===== config.mk =====
export PLATFORM = sky130hd
export DESIGN_NAME = score_seg_tx
export DESIGN_NICKNAME = d
export VERILOG_FILES = /design/src/rtl/score_seg_tx_pkg.sv /design/src/rtl/bcd_to_seg.sv /design/src/rtl/score_seg_tx.sv
export SDC_FILE = /design/constraint.sdc
export NUM_CORES = 1
export LEC_CHECK = 0
export ABC_AREA = 1
export CORE_ASPECT_RATIO = 0.6
export CORE_MARGIN = 2
export CORE_UTILIZATION = 60
export CTS_BUF_LIST = sky130_fd_sc_hd__clkbuf_8 sky130_fd_sc_hd__clkbuf_16
export DETAILED_ROUTE_END_ITERATION = 8
export PLACE_DENSITY = 0.88
export SETUP_SLACK_MARGIN = 0.02
export SYNTH_ARGS = -nofsm -noshare
export SYNTH_HDL_FRONTEND = slang
export SYNTH_SLANG_ARGS = --single-unit

===== constraint.sdc =====
create_clock -name clk -period 1.85 [get_ports clk]
set_input_delay 0.37 -clock clk [delete_from_list [all_inputs] [get_ports clk]]
set_output_delay 0.37 -clock clk [all_outputs]
set_load 0.03 [all_outputs]

===== src/rtl/score_seg_tx_pkg.sv =====
// Shared types and constants for the score 7-segment serial transmitter.
// Contents: FSM state enum, frame geometry, blank/dash codes, digit glyph table.
package score_seg_tx_pkg;

    typedef enum logic [2:0] {
        IDLE,
        LOAD,
        SHIFT,
        LATCH,
        DONE
    } state_t;

    localparam int unsigned FRAME_BITS = 64;
    localparam int unsigned BIT_IDX_W  = 6;

    localparam logic [7:0] BLANK = 8'hFF;
    localparam logic [7:0] DASH  = 8'hBF;

    // Active-low {dp,g,f,e,d,c,b,a}; entry n is the glyph for digit n.
    localparam logic [9:0][7:0] GLYPH = {
        8'h90, 8'h80, 8'hF8, 8'h82, 8'h92,
        8'h99, 8'hB0, 8'hA4, 8'hF9, 8'hC0
    };

endpackage


===== src/rtl/bcd_to_seg.sv =====
// Combinational BCD digit to active-low 7-segment glyph.
// Ports: bcd   - 4-bit digit value
//        blank - suppress the digit (leading zero)
//        seg   - 8-bit glyph {dp,g,f,e,d,c,b,a}, active-low
module bcd_to_seg
    import score_seg_tx_pkg::*;
(
    input  logic [3:0] bcd,
    input  logic       blank,
    output logic [7:0] seg
);

    // An invalid nibble always shows a dash, even when blanking is requested.
    always_comb begin
        if (bcd > 4'd9) begin
            seg = DASH;
        end else if (blank) begin
            seg = BLANK;
        end else begin
            seg = GLYPH[bcd];
        end
    end

endmodule


===== src/rtl/score_seg_tx.sv =====
// Serialises a 3-digit BCD score into a 64-bit frame for an external chain of
// 7-segment shift registers, then strobes the parallel load.
// Ports: clk, rst (sync, active-high)
//        score[11:0] - {hundreds,tens,ones} BCD
//        start       - one-cycle transmit request
//        busy, done  - frame in progress / one-cycle completion pulse
//        seg_clk, seg_dout, seg_pen, seg_clrn - external shift-register interface
module score_seg_tx
    import score_seg_tx_pkg::*;
#(
    parameter int unsigned CLK_DIV = 2
) (
    input  logic        clk,
    input  logic        rst,
    input  logic [11:0] score,
    input  logic        start,
    output logic        busy,
    output logic        done,
    output logic        seg_clk,
    output logic        seg_dout,
    output logic        seg_pen,
    output logic        seg_clrn
);

    localparam int unsigned    DIV_W    = (CLK_DIV > 1) ? $clog2(CLK_DIV) : 1;
    localparam logic [DIV_W-1:0] DIV_LAST = DIV_W'(CLK_DIV - 1);
    localparam logic [BIT_IDX_W-1:0] BIT_LAST = BIT_IDX_W'(FRAME_BITS - 1);

    state_t                 state, state_n;
    logic [DIV_W-1:0]       div_cnt, div_cnt_n;
    logic [BIT_IDX_W-1:0]   bit_idx, bit_idx_n;
    logic                   phase, phase_n;
    logic [FRAME_BITS-1:0]  frame, frame_n;
    logic [11:0]            last_sent, last_sent_n;
    logic                   busy_n, done_n, seg_clk_n, seg_dout_n, seg_pen_n;

    logic [7:0] d2, d1, d0;
    logic       hund_zero, tens_zero;

    // Leading-zero suppression for the hundreds and tens digits.
    assign hund_zero = (score[11:8] == 4'd0);
    assign tens_zero = (score[7:4] == 4'd0);

    bcd_to_seg u_d2 (.bcd(score[11:8]), .blank(hund_zero),             .seg(d2));
    bcd_to_seg u_d1 (.bcd(score[7:4]),  .blank(hund_zero && tens_zero), .seg(d1));
    bcd_to_seg u_d0 (.bcd(score[3:0]),  .blank(1'b0),                  .seg(d0));

    // State, counters and registered outputs.
    always_ff @(posedge clk) begin
        if (rst) begin
            state     <= IDLE;
            div_cnt   <= '0;
            bit_idx   <= '0;
            phase     <= 1'b0;
            frame     <= '0;
            last_sent <= 12'hFFF;
            busy      <= 1'b0;
            done      <= 1'b0;
            seg_clk   <= 1'b0;
            seg_dout  <= 1'b0;
            seg_pen   <= 1'b0;
            seg_clrn  <= 1'b0;
        end else begin
            state     <= state_n;
            div_cnt   <= div_cnt_n;
            bit_idx   <= bit_idx_n;
            phase     <= phase_n;
            frame     <= frame_n;
            last_sent <= last_sent_n;
            busy      <= busy_n;
            done      <= done_n;
            seg_clk   <= seg_clk_n;
            seg_dout  <= seg_dout_n;
            seg_pen   <= seg_pen_n;
            seg_clrn  <= 1'b1;
        end
    end

    // Next-state, counter and output decode. The frame register shifts left so
    // the current bit is always at the MSB; dout moves only when a new low phase
    // begins, keeping it stable around the following seg_clk rising edge.
    always_comb begin
        state_n     = state;
        div_cnt_n   = div_cnt;
        bit_idx_n   = bit_idx;
        phase_n     = phase;
        frame_n     = frame;
        last_sent_n = last_sent;
        seg_dout_n  = seg_dout;

        case (state)
            IDLE: begin
                if (start || (score != last_sent)) begin
                    state_n = LOAD;
                end
            end
            LOAD: begin
                last_sent_n = score;
                frame_n     = {{5{BLANK}}, d2, d1, d0};
                div_cnt_n   = '0;
                bit_idx_n   = '0;
                phase_n     = 1'b0;
                seg_dout_n  = frame_n[FRAME_BITS-1];
                state_n     = SHIFT;
            end
            SHIFT: begin
                if (div_cnt == DIV_LAST) begin
                    div_cnt_n = '0;
                    if (!phase) begin
                        phase_n = 1'b1;
                    end else begin
                        phase_n = 1'b0;
                        if (bit_idx == BIT_LAST) begin
                            state_n = LATCH;
                        end else begin
                            bit_idx_n  = bit_idx + BIT_IDX_W'(1);
                            frame_n    = {frame[FRAME_BITS-2:0], 1'b0};
                            seg_dout_n = frame_n[FRAME_BITS-1];
                        end
                    end
                end else begin
                    div_cnt_n = div_cnt + DIV_W'(1);
                end
            end
            LATCH: begin
                if (div_cnt == DIV_LAST) begin
                    div_cnt_n = '0;
                    state_n   = DONE;
                end else begin
                    div_cnt_n = div_cnt + DIV_W'(1);
                end
            end
            DONE: begin
                state_n = IDLE;
            end
            default: begin
                state_n = IDLE;
            end
        endcase

        busy_n    = (state_n == LOAD) || (state_n == SHIFT) || (state_n == LATCH);
        done_n    = (state_n == DONE);
        seg_pen_n = (state_n == LATCH);
        seg_clk_n = (state_n == SHIFT) && phase_n;
    end

endmodule


Yosys cells after proc, flatten, opt, wreduce, memory -nomap -nowiden

Memory sizes are Yosys's and may differ from the RTL's.
Cells that the tools add are included.

Add/subtract/negate cells: 2
Magnitude comparators: 6
Muxes and demuxes: 32
Eq/ne operators: 12
Reduce and logical (&&, ||, !) cells: 12

Operators by type and width:

| kind                                                                          | number |
|---|---|
| 63-bit two-way mux                                                            | 3 |
| 63-bit case mux with 2 select lines                                           | 1 |
| 8-bit two-way mux                                                             | 8 |
| 6-bit two-way mux                                                             | 3 |
| 4-bit by 5-bit less-than comparator with 1-bit output (second input constant) | 3 |
| 3-bit two-way mux                                                             | 5 |
| 3-bit by 2-bit == test with 1-bit output (second input constant)              | 4 |
| 4-bit greater-than comparator (second input constant)                         | 3 |
| 12-bit inequality test                                                        | 1 |
| 3-bit case mux with 4 select lines                                            | 1 |
| 6-bit case mux with 2 select lines                                            | 1 |
| 4-bit zero test                                                               | 2 |
| 1-bit two-way mux                                                             | 7 |
| 6-bit by 1-bit adder with 6-bit output (second input constant)                | 1 |
| 3-bit by 1-bit == test with 1-bit output (second input constant)              | 2 |
| 6-bit == test (second input constant)                                         | 1 |
| 2-bit inequality test (second input constant)                                 | 3 |
| 1-bit case mux with 2 select lines                                            | 3 |
| 4-bit AND reduction                                                           | 1 |
| 2-bit nonzero test                                                            | 2 |
| 3-bit == test (second input constant)                                         | 1 |
| 3-bit zero test                                                               | 1 |
| 1-bit logical OR                                                              | 3 |
| 1-bit logical AND                                                             | 2 |
| 2 further kinds                                                               | 2 |

Word-level logic and storage cells: 79
Memories: 3
Input port bits: 15
Register bits: 92
Output and inout port bits: 6
ROM bits: 384

Memories:

| memory          | words | bits a word | read ports | clocked after Yosys merged registers in | wr ports | RTL line         | source |
|---|---|---|---|---|---|---|---|
| (no name shown) | 16    | 8           | 1          | 0                                       | 0        | bcd_to_seg.sv:20 | `seg = GLYPH[bcd];` |
| (no name shown) | 16    | 8           | 1          | 0                                       | 0        | bcd_to_seg.sv:20 |  |
| (no name shown) | 16    | 8           | 1          | 0                                       | 0        | bcd_to_seg.sv:20 |  |

Longest topological paths before layout

Depth in word-level cells: 8
Gate-level depth with buffers: 11
Depth with buffers taken out: 11

Modules after synthesis

Synthesis repeated with hierarchy kept, for this count alone.

Cells, all modules: 546
Area total of the unflattened synthesis: 4,396.7 µm²

Modules (own cells, without submodules):

| module       | cells each | instances | seq. area each (µm²) | area an instance (µm²) |
|---|---|---|---|---|
| score_seg_tx | 423        | 1         | 1,841.8              | 3,653.5 |
| bcd_to_seg   | 41         | 3         | 0.0                  | 247.7 |

Worst setup path after synthesis

OpenSTA, ideal clock, no wires.

Path type: register to register
Start: register bit_idx[0]
End: register frame[26]
Required time: 1.786 ns
Path slack: 0.305 ns
Buffers on the path: 2
Data arrival time: 1.481 ns
Cell stages (with the launch flop): 10
Period minus slack after synthesis: 1.545 ns
Library setup time: 0.064 ns
Path through: dfxtp_1 ha_1 nand2_1 nor3_4 nor2_2 nor2_4 buf_6 buf_4 nor3_1 nor2_1

Cells in the longest elaborated chain, start to end: 3

Ends and longest elaborated chain:

| what                            | RTL line            | source |
|---|---|---|
| from (decl)                     | score_seg_tx.sv:31  | `logic [BIT_IDX_W-1:0] bit_idx, bit_idx_n;` |
| from (signal assigned)          | score_seg_tx.sv:66  | `bit_idx <= bit_idx_n;` |
| 6-bit == test                   | score_seg_tx.sv:113 | `if (bit_idx == BIT_LAST) begin` |
| 2-bit inequality test (no line) | --                  |  |
| 4-bit AND reduction (no line)   | --                  |  |
| to (signal assigned)            | score_seg_tx.sv:68  | `frame <= frame_n;` |
| to (decl)                       | score_seg_tx.sv:33  | `logic [FRAME_BITS-1:0] frame, frame_n;` |

Every way passes these cells.
A chain may end at the register's enable or synchronous reset.

Worst setup path after layout

Start: input score[9]
End: register frame[19]

Cells in the longest elaborated chain, start to end: 5
Elaborated cells between the ends (all ways): 7
Those cells by class: order compare (1); mux (4); reduce/logical (1); memory (1)

Ends and longest elaborated chain:

| what                                    | RTL line           | source |
|---|---|---|
| from (decl)                             | score_seg_tx.sv:15 | `input logic [11:0] score,` |
| memory read 16 x 8 bit                  | --                 |  |
| 8-bit two-way mux (not written as such) | bcd_to_seg.sv:20   |  |
| 8-bit two-way mux                       | bcd_to_seg.sv:17   | `end else if (blank) begin` |
| 8-bit two-way mux *                     | bcd_to_seg.sv:15   | `if (bcd > 4'd9) begin` |
| 63-bit case mux with 2 select lines *   | score_seg_tx.sv:91 | `case (state)` |

Mark *: on every way between the ends. The rest lies on a longest branch, timed or not. The select of a mux whose other input is x is not followed.

==> out/qor.csv <==
stage,metric,value,unit
status,outcome,completed,
route,wire_per_inst,13.9,um
clocking,cts_root_buf,clkbuf_16,
route,first_pass_iters,6,
synthesis,ys_ff_latch,92,
global_route,grt_overflow_total,0,
placed_design,gp_congestion,1.03,
clocking,cts.clk_slew.worst_paths,0.06,ns
route,antenna_left,0,
worst_setup_path,cp_num_buf_inv,4,
synthesis,synth_warnings,0,
global_route,grt_pass1_wl,16300,um
worst_setup_path,startpoint,score[9],
synthesis,yosysSeqAreaShare,43.2,%
sta,finalSetupViolations,0,
worst_setup_path,critPathTopFamily,buffers and inverters,
global_route,grt_pass1_vias,3575,
floorplan,die_h,69.3,um
worst_setup_path,cpPeakStageDelay,0.47,ns
synthesis,ys_types,28,
clocking,cts_buffer_depth,2,
clocking,htree_levels,3,
power,p_leak,2.29,nW
worst_setup_path,critical_path.cell_chain,"clkdlybuf4s50_1, inv_1, ha_1, buf_4, nand2_1, nand3_1, nand2_2, inv_1, nand2_1, o211ai_1, a21oi_1",
sta,fin_crit_sh,94.3,%
floorplan,die-area,7810,um^2
sta,setup_tns,0,ns
floorplan,core_area,6760,um^2
sta,fin_crit,1.74,ns
sta,rsz0062_at_grt,yes,
cells_and_area,postLayoutCellArea,5090,um^2
cells_and_area,diodes,0,
clocking,cts_sinks,92,
floorplan,num_io_pins,21,
route,drt_iter0_markers,567,
worst_setup_path,crit_type,input pin to register,
placed_design,dpl.hpwl,6500,um
worst_setup_path,worstPathMaxFanout,4,
synthesis,synth_top_area_share,43.2,%
clocking,clk_latency,0.34,ns
power,ir_drop,0.000705,V
cells_and_area,fill_cells,507,
worst_setup_path,cp-start-kind,input pin,
synthesis,yosysTopAreaCell,dfxtp_1,
synthesis,synth_ff_type,dfxtp_1,
sta,tightest_slew,0.310,ns
route,vias_per_cell,5.60,
synthesis,synth-edff-count,0,
route,routed-via-count,4029,
placed_design,io_buffers,20,
cells_and_area,syn_to_final_growth,19.5,%
clocking,cts_tree,built,
sta,clock_skew,0.00660,ns
global_route,grtUsageTotal,25.5,%
global_route,grt_max_degree,60,
placed_design,dpl-instance-area,4770,um^2
clocking,cts_setup_buffers,0,
route,drc_errors,0,
worst_setup_path,cp_data_arrival_time,2.01,ns
worst_hold_path,min_path_type,register to register,
power,total_power,0.00572,W
sta,slew_headroom,79.3,%
sta,fmax,0.573,GHz
route,routed_wl,10000,um
synthesis,synthesis.instances,590,
sta,hold_viol,0,
synthesis,syn-num-nets,620,
floorplan,die_x,113,um
worst_setup_path,worstSetupEndpointType,register,
synthesis,syn-cell-area,4260,um^2
floorplan,start_util,63.0,%
run,maxCapViolCount,0,
power,pwr_density_cell,1120,nW/um^2
worst_hold_path,worstHoldStart,frame[47],
worst_setup_path,r2r_start,bit_idx[1],
cells_and_area,fin_nets,659,
worst_setup_path,worstPathRequired,2.11,ns
synthesis,syn_avg_cell_area,7.22,um^2
synthesis,synthArstFlopShare,0,%
worst_setup_path,cp_slowest_cell,clkdlybuf4s50_1,
synthesis,synthTopCellsByArea,"dfxtp_1 (43%), nand2_1 (10%), o21ai_0 (8.9%), nor2_1 (6.3%), a21oi_1 (5.3%)",
global_route,antenna_found_initial,0,
clocking,cts_buffers,9,
floorplan,rows,23,
cells_and_area,layout-drive-gt1-share,10.9,%
sta,drv_slew,0,
-- flip-flops by register name, indices dropped and copies added, names as in the netlist --
name	count
phase	1
state	3
seg_clrn	1
busy	1
bit_idx	6
seg_pen	1
seg_clk	1
seg_dout	1
frame	63
done	1
div_cnt	1
last_sent	12
-- path summary, 6_finish.rpt --
kind                     to  slack (ns)  cells past startpoint
hold reg to reg   frame[47]        0.45                      2
setup reg to reg   frame[3]        0.13                      8
hold / removal    frame[47]        0.45                      2
setup / recovery  frame[19]        0.11                     11
-- routing by layer --
layer	up-vias	GRT usage (%)	routed length [um]	share of wire (%)
li1	2021	-	-	-
met1	1839	35.4	4560	46
met2	156	39.0	4620	46
met3	13	7.43	725	7.2
met4	0	6.78	100	1.0
met5	-	0	0	0
-- through the flow --
step                instances  worst slack [ns]  util [%]  hold WS (ns)
finish                    720             0.106      75.3         0.449
global route              720           -0.0314      75.3         0.466
CTS                       719             0.114      74.7         0.451
detailed placement        704            -0.232      70.5         0.442
global placement          704            -0.143      70.5         0.439
floorplan                 590             0.305         -         0.430
-- worst min-delay path, cell delays in order, from the launching register on --
cell,delay (ns)
dfxtp_1,0.30
inv_1,0.06
a21oi_1,0.05
-- layout make-up --
| class | instances | area, um^2 | share of cell area [%] |
|---|---|---|---|
| tap | 87 | 109 | 2.14 |
| sequential | 92 | 1840 | 36.2 |
| clock inverter | 5 | 46.3 | 0.909 |
| clock buffer | 10 | 239 | 4.69 |
| timing repair buffer | 63 | 594 | 11.7 |
| inverter | 43 | 161 | 3.17 |
| multi-input combinational | 420 | 2100 | 41.3 |
-- where the power goes --
part	internal (W)	leakage (nW)	switching [W]
Clock	0.00106	0.152	0.000701
Combinational	0.000559	1.38	0.000885
Sequential	0.00233	0.758	0.000188
-- cells in the mapped netlist (10+ instances only) --
library cell and n:
buf_2 10, nor3_1 36, a21oi_1 45, o211ai_1 16
inv_1 41, nand3_1 19, dfxtp_1 92, o21ai_0 76
nor2_1 72, ha_1 15, clkbuf_1 20, nand2_1 119
-- what timing repair did --
item	in CTS	in global routing
gates resized for setup	0	6
endpoints found under the setup margin	0	14
hold buffers	0	0
-- logic make-up (layout without fill, tap and decap cells) --
| kind of cell | Yosys count | in the layout | synth area share [%] |
|---|---|---|---|
| and+or+nand+nor | 255 | 255 | 25.2 |
| AOI/OAI and AO/OA | 146 | 146 | 18.5 |
| DFF | 92 | 92 | 43.2 |
| buffers and inverters | 78 | 121 | 7.87 |
| adders and majority gates | 15 | 15 | 4.41 |
| xor gates and xnor gates | 4 | 4 | 0.822 |
-- cells in the final DEF, fill, tap and decap left out, types with 2 or more instances in the layout --
master and count:
a21oi_1 45, buf_12 4, buf_4 37, clkbuf_16 10, clkdlybuf4s50_1 20, dfxtp_1 92
ha_1 15, inv_1 43, inv_2 2, nand2_1 118, nand3_1 19, nor2_1 71
nor2_4 3, nor3_1 36, o211ai_1 16, o21ai_0 74, o21ai_1 4, o22ai_1 3
or2_2 4, xnor2_1 3
Note: power is estimated with default switching activity, not from simulation.
